[config.mk]
export PLATFORM = sky130hd
export DESIGN_NAME = popcount_scheduler
export DESIGN_NICKNAME = d
export VERILOG_FILES = /design/src/rtl/popcount_scheduler.sv
export SDC_FILE = /design/constraint.sdc
export NUM_CORES = 1
export LEC_CHECK = 0
export ABC_CLOCK_PERIOD_IN_PS = 7500
export CAP_MARGIN = 30
export CORE_MARGIN = 3
export CORE_UTILIZATION = 45
export CTS_BUF_LIST = sky130_fd_sc_hd__clkbuf_4 sky130_fd_sc_hd__clkbuf_8
export CTS_CLUSTER_DIAMETER = 100
export DETAILED_ROUTE_END_ITERATION = 16
export PLACE_DENSITY = 0.84
export SLEW_MARGIN = 5
export SYNTH_ARGS = -nofsm -noshare
export SYNTH_HDL_FRONTEND = slang
export SYNTH_SLANG_ARGS = --single-unit
export TNS_END_PERCENT = 100
[constraint.sdc]
create_clock -name clk -period 7.5 [get_ports clk]
set_input_delay 1.875 -clock clk [delete_from_list [all_inputs] [get_ports clk]]
set_output_delay 1.875 -clock clk [all_outputs]
set_load 0.01 [all_outputs]
[src/rtl/popcount_scheduler.sv]
// -----------------------------------------------------------------------------
// popcount_scheduler
//
// Shares one CHUNK_WIDTH-bit ones-counter among NUM_REQ requesters. A
// round-robin arbiter grants one requester at a time. The granted operand is
// latched and then counted one chunk per cycle into an accumulator. The total
// set-bit count is returned together with the ID of the requester that owns it.
//
// Parameters
//   NUM_REQ      number of requesters (>= 2)
//   DATA_WIDTH   operand width
//   CHUNK_WIDTH  bits counted per cycle; DATA_WIDTH must be a multiple of it
//
// Ports
//   clk        in   rising-edge clock
//   resetn     in   asynchronous active-low reset
//   req_valid  in   [NUM_REQ]             per-requester operand valid
//   req_ready  out  [NUM_REQ]             per-requester grant, one-hot or zero
//   req_data   in   [NUM_REQ*DATA_WIDTH]  operands, requester i at i*DATA_WIDTH
//   rsp_valid  out                        result valid
//   rsp_ready  in                         result accepted
//   rsp_count  out  [clog2(DATA_WIDTH)+1] set-bit count of the granted operand
//   rsp_id     out  [clog2(NUM_REQ)]      requester that owns rsp_count
//   busy       out                        high whenever the FSM is not IDLE
// -----------------------------------------------------------------------------
module popcount_scheduler #(
  parameter int NUM_REQ     = 4,
  parameter int DATA_WIDTH  = 64,
  parameter int CHUNK_WIDTH = 16
) (
  input  logic                          clk,
  input  logic                          resetn,
  input  logic [NUM_REQ-1:0]            req_valid,
  output logic [NUM_REQ-1:0]            req_ready,
  input  logic [NUM_REQ*DATA_WIDTH-1:0] req_data,
  output logic                          rsp_valid,
  input  logic                          rsp_ready,
  output logic [$clog2(DATA_WIDTH):0]   rsp_count,
  output logic [$clog2(NUM_REQ)-1:0]    rsp_id,
  output logic                          busy
);

  localparam int NUM_CHUNKS = DATA_WIDTH / CHUNK_WIDTH;
  localparam int CNT_W      = $clog2(DATA_WIDTH) + 1;
  localparam int POP_W      = $clog2(CHUNK_WIDTH) + 1;
  localparam int ID_W       = $clog2(NUM_REQ);
  localparam int IDX_W      = (NUM_CHUNKS > 1) ? $clog2(NUM_CHUNKS) : 1;

  typedef enum logic [1:0] {
    IDLE  = 2'd0,
    COUNT = 2'd1,
    RESP  = 2'd2
  } state_e;

  state_e                  state_q, state_d;
  logic [DATA_WIDTH-1:0]   operand_q, operand_d;
  logic [CNT_W-1:0]        acc_q, acc_d;
  logic [IDX_W-1:0]        idx_q, idx_d;
  logic [ID_W-1:0]         rr_ptr_q, rr_ptr_d;
  logic [CNT_W-1:0]        rsp_count_q, rsp_count_d;
  logic [ID_W-1:0]         rsp_id_q, rsp_id_d;

  // ---------------------------------------------------------------------------
  // Round-robin winner: scan upward from rr_ptr_q with wrap-around.
  // rr_ptr_q + k never reaches 2*NUM_REQ, so a single conditional subtract
  // implements the modulo, also for non-power-of-two NUM_REQ.
  // ---------------------------------------------------------------------------
  logic [ID_W:0]           scan_sum;
  logic                    grant_found;
  logic [ID_W-1:0]         grant_idx;

  always_comb begin
    // NOTE: every variable gets a default before any branch, so no path can
    // leave it unassigned and infer a latch.
    scan_sum    = '0;
    grant_found = 1'b0;
    grant_idx   = '0;
    for (int k = 0; k < NUM_REQ; k++) begin
      scan_sum = {1'b0, rr_ptr_q} + (ID_W+1)'(k);
      if (scan_sum >= (ID_W+1)'(NUM_REQ)) begin
        scan_sum = scan_sum - (ID_W+1)'(NUM_REQ);
      end
      if (!grant_found && req_valid[scan_sum[ID_W-1:0]]) begin
        grant_found = 1'b1;
        grant_idx   = scan_sum[ID_W-1:0];
      end
    end
  end

  // Operand slice of the winner.
  logic [DATA_WIDTH-1:0]   grant_data;

  always_comb begin
    grant_data = '0;
    for (int i = 0; i < NUM_REQ; i++) begin
      if (grant_idx == ID_W'(i)) begin
        grant_data = req_data[i*DATA_WIDTH +: DATA_WIDTH];
      end
    end
  end

  // ---------------------------------------------------------------------------
  // Chunk counter datapath.
  // ---------------------------------------------------------------------------
  function automatic logic [POP_W-1:0] popcount(input logic [CHUNK_WIDTH-1:0] v);
    logic [POP_W-1:0] n;
    n = '0;
    for (int b = 0; b < CHUNK_WIDTH; b++) begin
      n = n + POP_W'(v[b]);
    end
    return n;
  endfunction

  logic [CHUNK_WIDTH-1:0]  chunk;
  logic [POP_W-1:0]        chunk_pop;
  logic [CNT_W-1:0]        acc_sum;
  logic                    last_chunk;

  always_comb begin
    chunk = '0;
    for (int c = 0; c < NUM_CHUNKS; c++) begin
      if (idx_q == IDX_W'(c)) begin
        chunk = operand_q[c*CHUNK_WIDTH +: CHUNK_WIDTH];
      end
    end
  end

  assign chunk_pop  = popcount(chunk);
  // Zero-extended chunk count; CNT_W bits hold DATA_WIDTH without overflow.
  assign acc_sum    = acc_q + CNT_W'(chunk_pop);
  assign last_chunk = (idx_q == IDX_W'(NUM_CHUNKS - 1));

  // ---------------------------------------------------------------------------
  // FSM: state register, next-state logic, output logic.
  // ---------------------------------------------------------------------------
  always_ff @(posedge clk or negedge resetn) begin
    // NOTE: sequential state uses non-blocking assignments so every register
    // samples the pre-edge values regardless of statement order.
    if (!resetn) begin
      state_q <= IDLE;
    end else begin
      state_q <= state_d;
    end
  end

  always_comb begin
    state_d = state_q;
    unique case (state_q)
      IDLE:    if (grant_found) state_d = COUNT;
      COUNT:   if (last_chunk)  state_d = RESP;
      RESP:    if (rsp_ready)   state_d = IDLE;
      default: state_d = IDLE;
    endcase
  end

  always_comb begin
    req_ready = '0;
    // Gating with resetn keeps the combinational grant low while reset is
    // held, even though the FSM already sits in IDLE.
    if (state_q == IDLE && grant_found && resetn) begin
      req_ready[grant_idx] = 1'b1;
    end
    rsp_valid = (state_q == RESP);
    busy      = (state_q != IDLE);
  end

  // ---------------------------------------------------------------------------
  // Datapath next-state and registers.
  // ---------------------------------------------------------------------------
  always_comb begin
    operand_d   = operand_q;
    acc_d       = acc_q;
    idx_d       = idx_q;
    rr_ptr_d    = rr_ptr_q;
    rsp_count_d = rsp_count_q;
    rsp_id_d    = rsp_id_q;
    unique case (state_q)
      IDLE: begin
        if (grant_found) begin
          // req_data is sampled only here; later changes are ignored.
          operand_d = grant_data;
          rsp_id_d  = grant_idx;
          acc_d     = '0;
          idx_d     = '0;
          rr_ptr_d  = (grant_idx == ID_W'(NUM_REQ - 1)) ? '0 : grant_idx + 1'b1;
        end
      end
      COUNT: begin
        acc_d = acc_sum;
        idx_d = idx_q + 1'b1;
        if (last_chunk) begin
          rsp_count_d = acc_sum;
        end
      end
      default: ;
    endcase
  end

  always_ff @(posedge clk or negedge resetn) begin
    if (!resetn) begin
      operand_q   <= '0;
      acc_q       <= '0;
      idx_q       <= '0;
      rr_ptr_q    <= '0;
      rsp_count_q <= '0;
      rsp_id_q    <= '0;
    end else begin
      operand_q   <= operand_d;
      acc_q       <= acc_d;
      idx_q       <= idx_d;
      rr_ptr_q    <= rr_ptr_d;
      rsp_count_q <= rsp_count_d;
      rsp_id_q    <= rsp_id_d;
    end
  end

  assign rsp_count = rsp_count_q;
  assign rsp_id    = rsp_id_q;

endmodule

==> flow_summary.ini, run 1 <==
[timing]
fin_skew_ns = 0.0102
rsz0062_at_grt = no
fin_crit_sh = 0.862
timing.fmax_ghz = 0.155
timing_hold_violations_final = 0
period_minus_slack_ns = 6.46
relSlewSlack = 0.349
finalSetupTns_ns = 0
maxSlewViolCount = 0
setup_viol = 0
worstMarginPinSlew_ns = 0.977

[global_route]
grt_overflow_total = 0
grt_start_max_net_pins = 88
grt_pass1_wl_um = 33300
antenna_found_initial = 1
first_global_vias = 6734
track_usage = 0.251

[clock_tree]
cts_max_path_buffers = 2
cts_hold_buf = 0
h-tree-depth = 3
post_cts.repair.setup_buffers = 0
tritoncts = built
cts_resized = 0
clk_pin_slew_ns = 0.10
numCtsBuffers = 9
numClockSinks = 86
worstSkewPairLatency_ns = 0.37
clockRootBuffer = clkbuf_8

[synth]
ys_types = 49
muxShareOfSynthArea = 0.00484
synth_common_cells = 155 x a21oi_1, 152 x nand2_1, 116 x o21ai_0
syn_area_per_cell_um2 = 7.37
ys.flop_type = dfrtp_1
ys_top_cells_by_area = dfrtp_1 32%, a21oi_1 12%, o21ai_0 8.6%
synth_area_um2 = 6720
synth-adder-area-share = 0.0656
synth_most_common_cell = a21oi_1
yosysWarningCount = 0
yosysTopAreaCell = dfrtp_1
ys_seq_area_frac = 0.320
synth_edf_count = 0
synthSimpleGateAreaFrac = 0.156
synth_top_family_by_area = compound AO/OA/AOI/OAI gates
synth-xor-area-share = 0.00130
syn_inst = 911
synth_compound_area_frac = 0.342
postSynthNetCount = 1202
async_reset_ff_frac = 1.00
synth_seq_cells = 86
synth_top_area_share = 0.320

[cells_and_area]
layout-drive-gt1-share = 0.0442
fillCellCount = 1239
nNetsFinal = 1418
area_delta_synth_final_pct = 43.8

[route]
wl_um = 21400
met2_length_um = 10800
routed_via_density = 5.43
detail-route-antenna-nets = 0
first_pass_iters = 5
highest_layer = met4
drt_iter0_drc = 411
remaining_drc_errors = 0
wl_met3_um = 1130
vias = 7145
wl_met1_um = 9080
wl_per_cell_um = 16.3

[setup_path]
path_max_fanout = 53
worst_setup_path_start_kind = input pin
rrSetupSlack_ns = 1.69
endpoint_kind = primary output
cp.required_ns = 5.62
cp_data_arrival_time_ns = 4.59
critical_path_class = input pin to primary output

[power]
peakVddDrop_uv = 563
power_density_nw_per_um2 = 525
power_uw = 5070
p_leak_uw = 0.00411

[place]
gp_congestion = 0.864
numPortBuffers = 277
dp_hpwl_um = 16300

[die]
start_util = 0.460
dieArea_um2 = 16400
boundaryPins = 278
rows = 44
core_um2 = 14600
fp.dieH_um = 128
die_w_um = 128

[job]
cap_violations = 0

[worst_hold_path]
hp-class = register to register

[status]
status = completed
==> flip-flops by register name (all words and copies together), names as in the netlist <==
signal     count
operand_q     64
acc_q          7
rsp_count      7
idx_q          2
rr_ptr_q       2
rsp_id         2
state_q        2
==> kinds of logic (layout without fill, tap and decap cells) <==
family	Yosys count	count (layout)
AO/OA/AOI/OAI	397	397
AND/OR/NAND/NOR	226	226
buffers and inverters	170	391
flip-flops	86	86
adder cells (fa/ha/maj)	28	28
multiplexers	3	3
XOR/XNOR	1	1
other	0	1
==> layout make-up <==
cell class | count | area [um^2] | share of cell area
Timing Repair Buffer | 287 | 2870 | 0.297
Tap cell | 184 | 230 | 0.0238
Clock buffer | 9 | 124 | 0.0128
Antenna cell | 1 | 2.50 | 0.000259
Clock inverter | 7 | 78.8 | 0.00816
Sequential cell | 86 | 2150 | 0.223
Inverter | 88 | 330 | 0.0342
Multi-Input combinational cell | 655 | 3870 | 0.400
==> power by group <==
part | total (uW) | internal (uW) | switching [uW] | leakage, uW
Clock | 339 | 159 | 181 | 0.000105
Combinational | 3860 | 1610 | 2250 | 0.00292
Sequential | 867 | 708 | 159 | 0.00108
Total | 5070 | 2480 | 2590 | 0.00411
==> final timing paths <==
kind | start | to | depth (start not counted)
max | req_valid[0] | req_ready[2] | 8
max in group asynchronous | resetn | operand_q[0] | 3
min | rsp_count[2] | rsp_count[2] | 2
min in group asynchronous | resetn | rsp_id[0] | 2
min reg2reg | rsp_count[2] | rsp_count[2] | 2
max reg2reg | idx_q[1] | rsp_count[4] | 18
==> critical path: stages <==
cell and delay (ns):
clkdlybuf4s50_1 0.52, a21oi_1 0.18, o21ai_0 0.08, a2bb2o_1 0.39, inv_1 0.18, ha_4 0.53, and3_1 0.28, clkdlybuf4s50_1 0.54
==> cells in the final DEF (no fill, tap or decap), types with 6 or more instances in the layout <==
cell type / n
clkdlybuf4s50_1: 276
a21oi_1: 155
nand2_1: 152
o21ai_0: 116
inv_1: 88
dfrtp_1: 86
a22oi_1: 64
o21ai_1: 25
nor2b_1: 20
nor3_1: 12
fa_1: 12
ha_1: 12
a221oi_1: 10
clkbuf_8: 9
buf_4: 9
o21ai_2: 8
nand3b_1: 7
nand3_1: 7
nor3b_1: 6
==> per-layer routing <==
metal	GRT usage	up-vias
met5	0	-
met4	0.0699	0
met3	0.0471	34
met2	0.437	234
met1	0.318	3285
li1	-	3592
==> stage by stage <==
stage	worst slack [ns]	instance area [um^2]	utilization	instances	hold slack [ns]
detailed placement	1.03	9440	0.647	1299	0.471
finish	1.04	9660	0.662	1317	0.491
floorplan	1.93	6720	-	911	0.442
CTS	1.02	9640	0.661	1315	0.496
global placement	1.09	9410	0.645	1298	0.462
global route	0.850	9660	0.662	1317	0.520
(Power assumes the default switching activity.)
==> inputs of run 2 (changes only) <==
ABC_CLOCK_PERIOD_IN_PS = 8200   (was 7500)
clock period = 8.2 ns   (was 7.5 ns; I/O delays follow)
==> flow_summary.ini, run 2 (synthesized netlist as in run 1, its figures left out) <==
[power]
peakVddDrop_uv = 570
power_density_nw_per_um2 = 479
p_leak_uw = 0.00410
power_uw = 4620

[setup_path]
worst_setup_path_start_kind = input pin
cp_num_cells = 8
critical_path_class = input pin to primary output
cpMaxStageDelayCell = clkdlybuf4s50_1
reg2reg_to = rsp_count[4]
reg2reg_from = idx_q[1]
cp.required_ns = 6.15
cp_common_cell = clkdlybuf4s50_1
cpLargestDelayFamily = buffers and inverters
cp_data_arrival_time_ns = 5.08
crit_path_cell_trace = clkdlybuf4s50_1 > inv_1 > a221o_1 > a32oi_2 > nor2b_1 > ha_4 > and3_1 > clkdlybuf4s50_1
max_stage_delay_ns = 0.57
cp-startpoint = req_valid[1]
crit_end = req_ready[3]
rrSetupSlack_ns = 2.34
path_buf_inv = 3
rr_worst_depth = 18
path_max_fanout = 49
endpoint_kind = primary output

[global_route]
track_usage = 0.251
antenna_found_initial = 1
grt_start_max_net_pins = 84
grt_overflow_total = 0
first_global_vias = 6840
grt_pass1_wl_um = 33600

[cells_and_area]
final_cell_mix = 276 x clkdlybuf4s50_1, 155 x a21oi_1, 152 x nand2_1, 116 x o21ai_0, 88 x inv_1
area_delta_synth_final_pct = 43.7
largest_register_ffs = 64
nNetsFinal = 1418
largest-register = operand_q
multi_input_area_um2 = 3870
final-seq-area_um2 = 2150
layout-drive-gt1-share = 0.0442
fillCellCount = 1249
layout_commonest_cell = clkdlybuf4s50_1

[die]
fp.dieH_um = 128
rows = 44
dieArea_um2 = 16400
core_um2 = 14600
die_w_um = 128
boundaryPins = 278
start_util = 0.460

[timing]
fin_skew_ns = 0.00967
timing.fmax_ghz = 0.140
finalSetupTns_ns = 0
relSlewSlack = 0.409
period_minus_slack_ns = 7.13
rsz0062_at_grt = no
timing_hold_violations_final = 0
fin_crit_sh = 0.869
maxSlewViolCount = 0
setup_viol = 0
worstMarginPinSlew_ns = 0.886

[clock_tree]
clk_pin_slew_ns = 0.09
numCtsBuffers = 9
h-tree-depth = 3
cts_hold_buf = 0
cts_resized = 0
clockRootBuffer = clkbuf_8
worstSkewPairLatency_ns = 0.37
cts_max_path_buffers = 2
numClockSinks = 86
post_cts.repair.setup_buffers = 0
tritoncts = built

[place]
numPortBuffers = 277
gp_congestion = 0.862
dp_hpwl_um = 16200

[route]
routed_via_density = 5.45
wl_um = 21100
wl_per_cell_um = 16.0
detail-route-antenna-nets = 0
drt_iter0_drc = 537
vias = 7181
remaining_drc_errors = 0
first_pass_iters = 5

[job]
cap_violations = 0

[worst_hold_path]
hp-class = register to register

[status]
status = completed
[run 2: changes by cell type in the layout (fill, tap and decap cells not counted), sizes merged]
| cell | before | now |
|---|---|---|
| bufinv | 1 | 0 |
| clkbuf | 9 | 10 |
| clkinvlp | 0 | 1 |
| inv | 92 | 91 |
[run 2: worst min path at each step]
stage	startpoint	end	slack, ns	cells past startpoint
after global routing	operand_q[48]	operand_q[48]	0.51	2
after CTS	rsp_count[1]	rsp_count[1]	0.49	2
final	rsp_count[2]	rsp_count[2]	0.49	2
after detailed placement	rsp_count[1]	rsp_count[1]	0.47	2
after floorplan	operand_q[14]	operand_q[14]	0.44	2
after global placement	rsp_count[2]	rsp_count[2]	0.46	2
[run 2: tightest hold or removal path, delay by kind of cell (launching register included)]
family	cells	cell delay, ns
AO/OA/AOI/OAI	1	0.06
AND/OR/NAND/NOR	1	0.05
flip-flops	1	0.35
[run 2: final cells by class]
type	instances	area share
Antenna cell	1	0.000259
Clock buffer	10	0.0136
Clock inverter	6	0.00557
Inverter	88	0.0342
Multi-Input combinational cell	655	0.401
Sequential cell	86	0.223
Tap cell	184	0.0238
Timing Repair Buffer	287	0.299
[run 2: power breakdown]
group | total, uW | switching [uW] | internal, uW | leakage [uW]
Clock | 286 | 168 | 119 | 0.0000928
Combinational | 3550 | 2070 | 1480 | 0.00292
Sequential | 784 | 136 | 648 | 0.00108
Total | 4620 | 2380 | 2250 | 0.00410
[run 2: per-layer routing]
layer  global-route usage  vias up  wire length, um
li1                     -     3596                -
met1                0.325     3329             8950
met2                0.430      220            10400
met3               0.0500       36             1260
met4               0.0655        0              465
met5                    0        -                0
[run 2: metrics by stage]
step	utilization	setup WS [ns]	hold slack, ns	instances	area, um^2
2_1_floorplan	-	2.28	0.442	911	6720
3_3_place_gp	0.645	1.12	0.461	1298	9410
3_5_place_dp	0.649	1.05	0.470	1300	9470
4_1_cts	0.661	1.04	0.489	1316	9650
5_1_grt	0.662	0.908	0.508	1317	9650
6_report	0.662	1.07	0.486	1317	9650
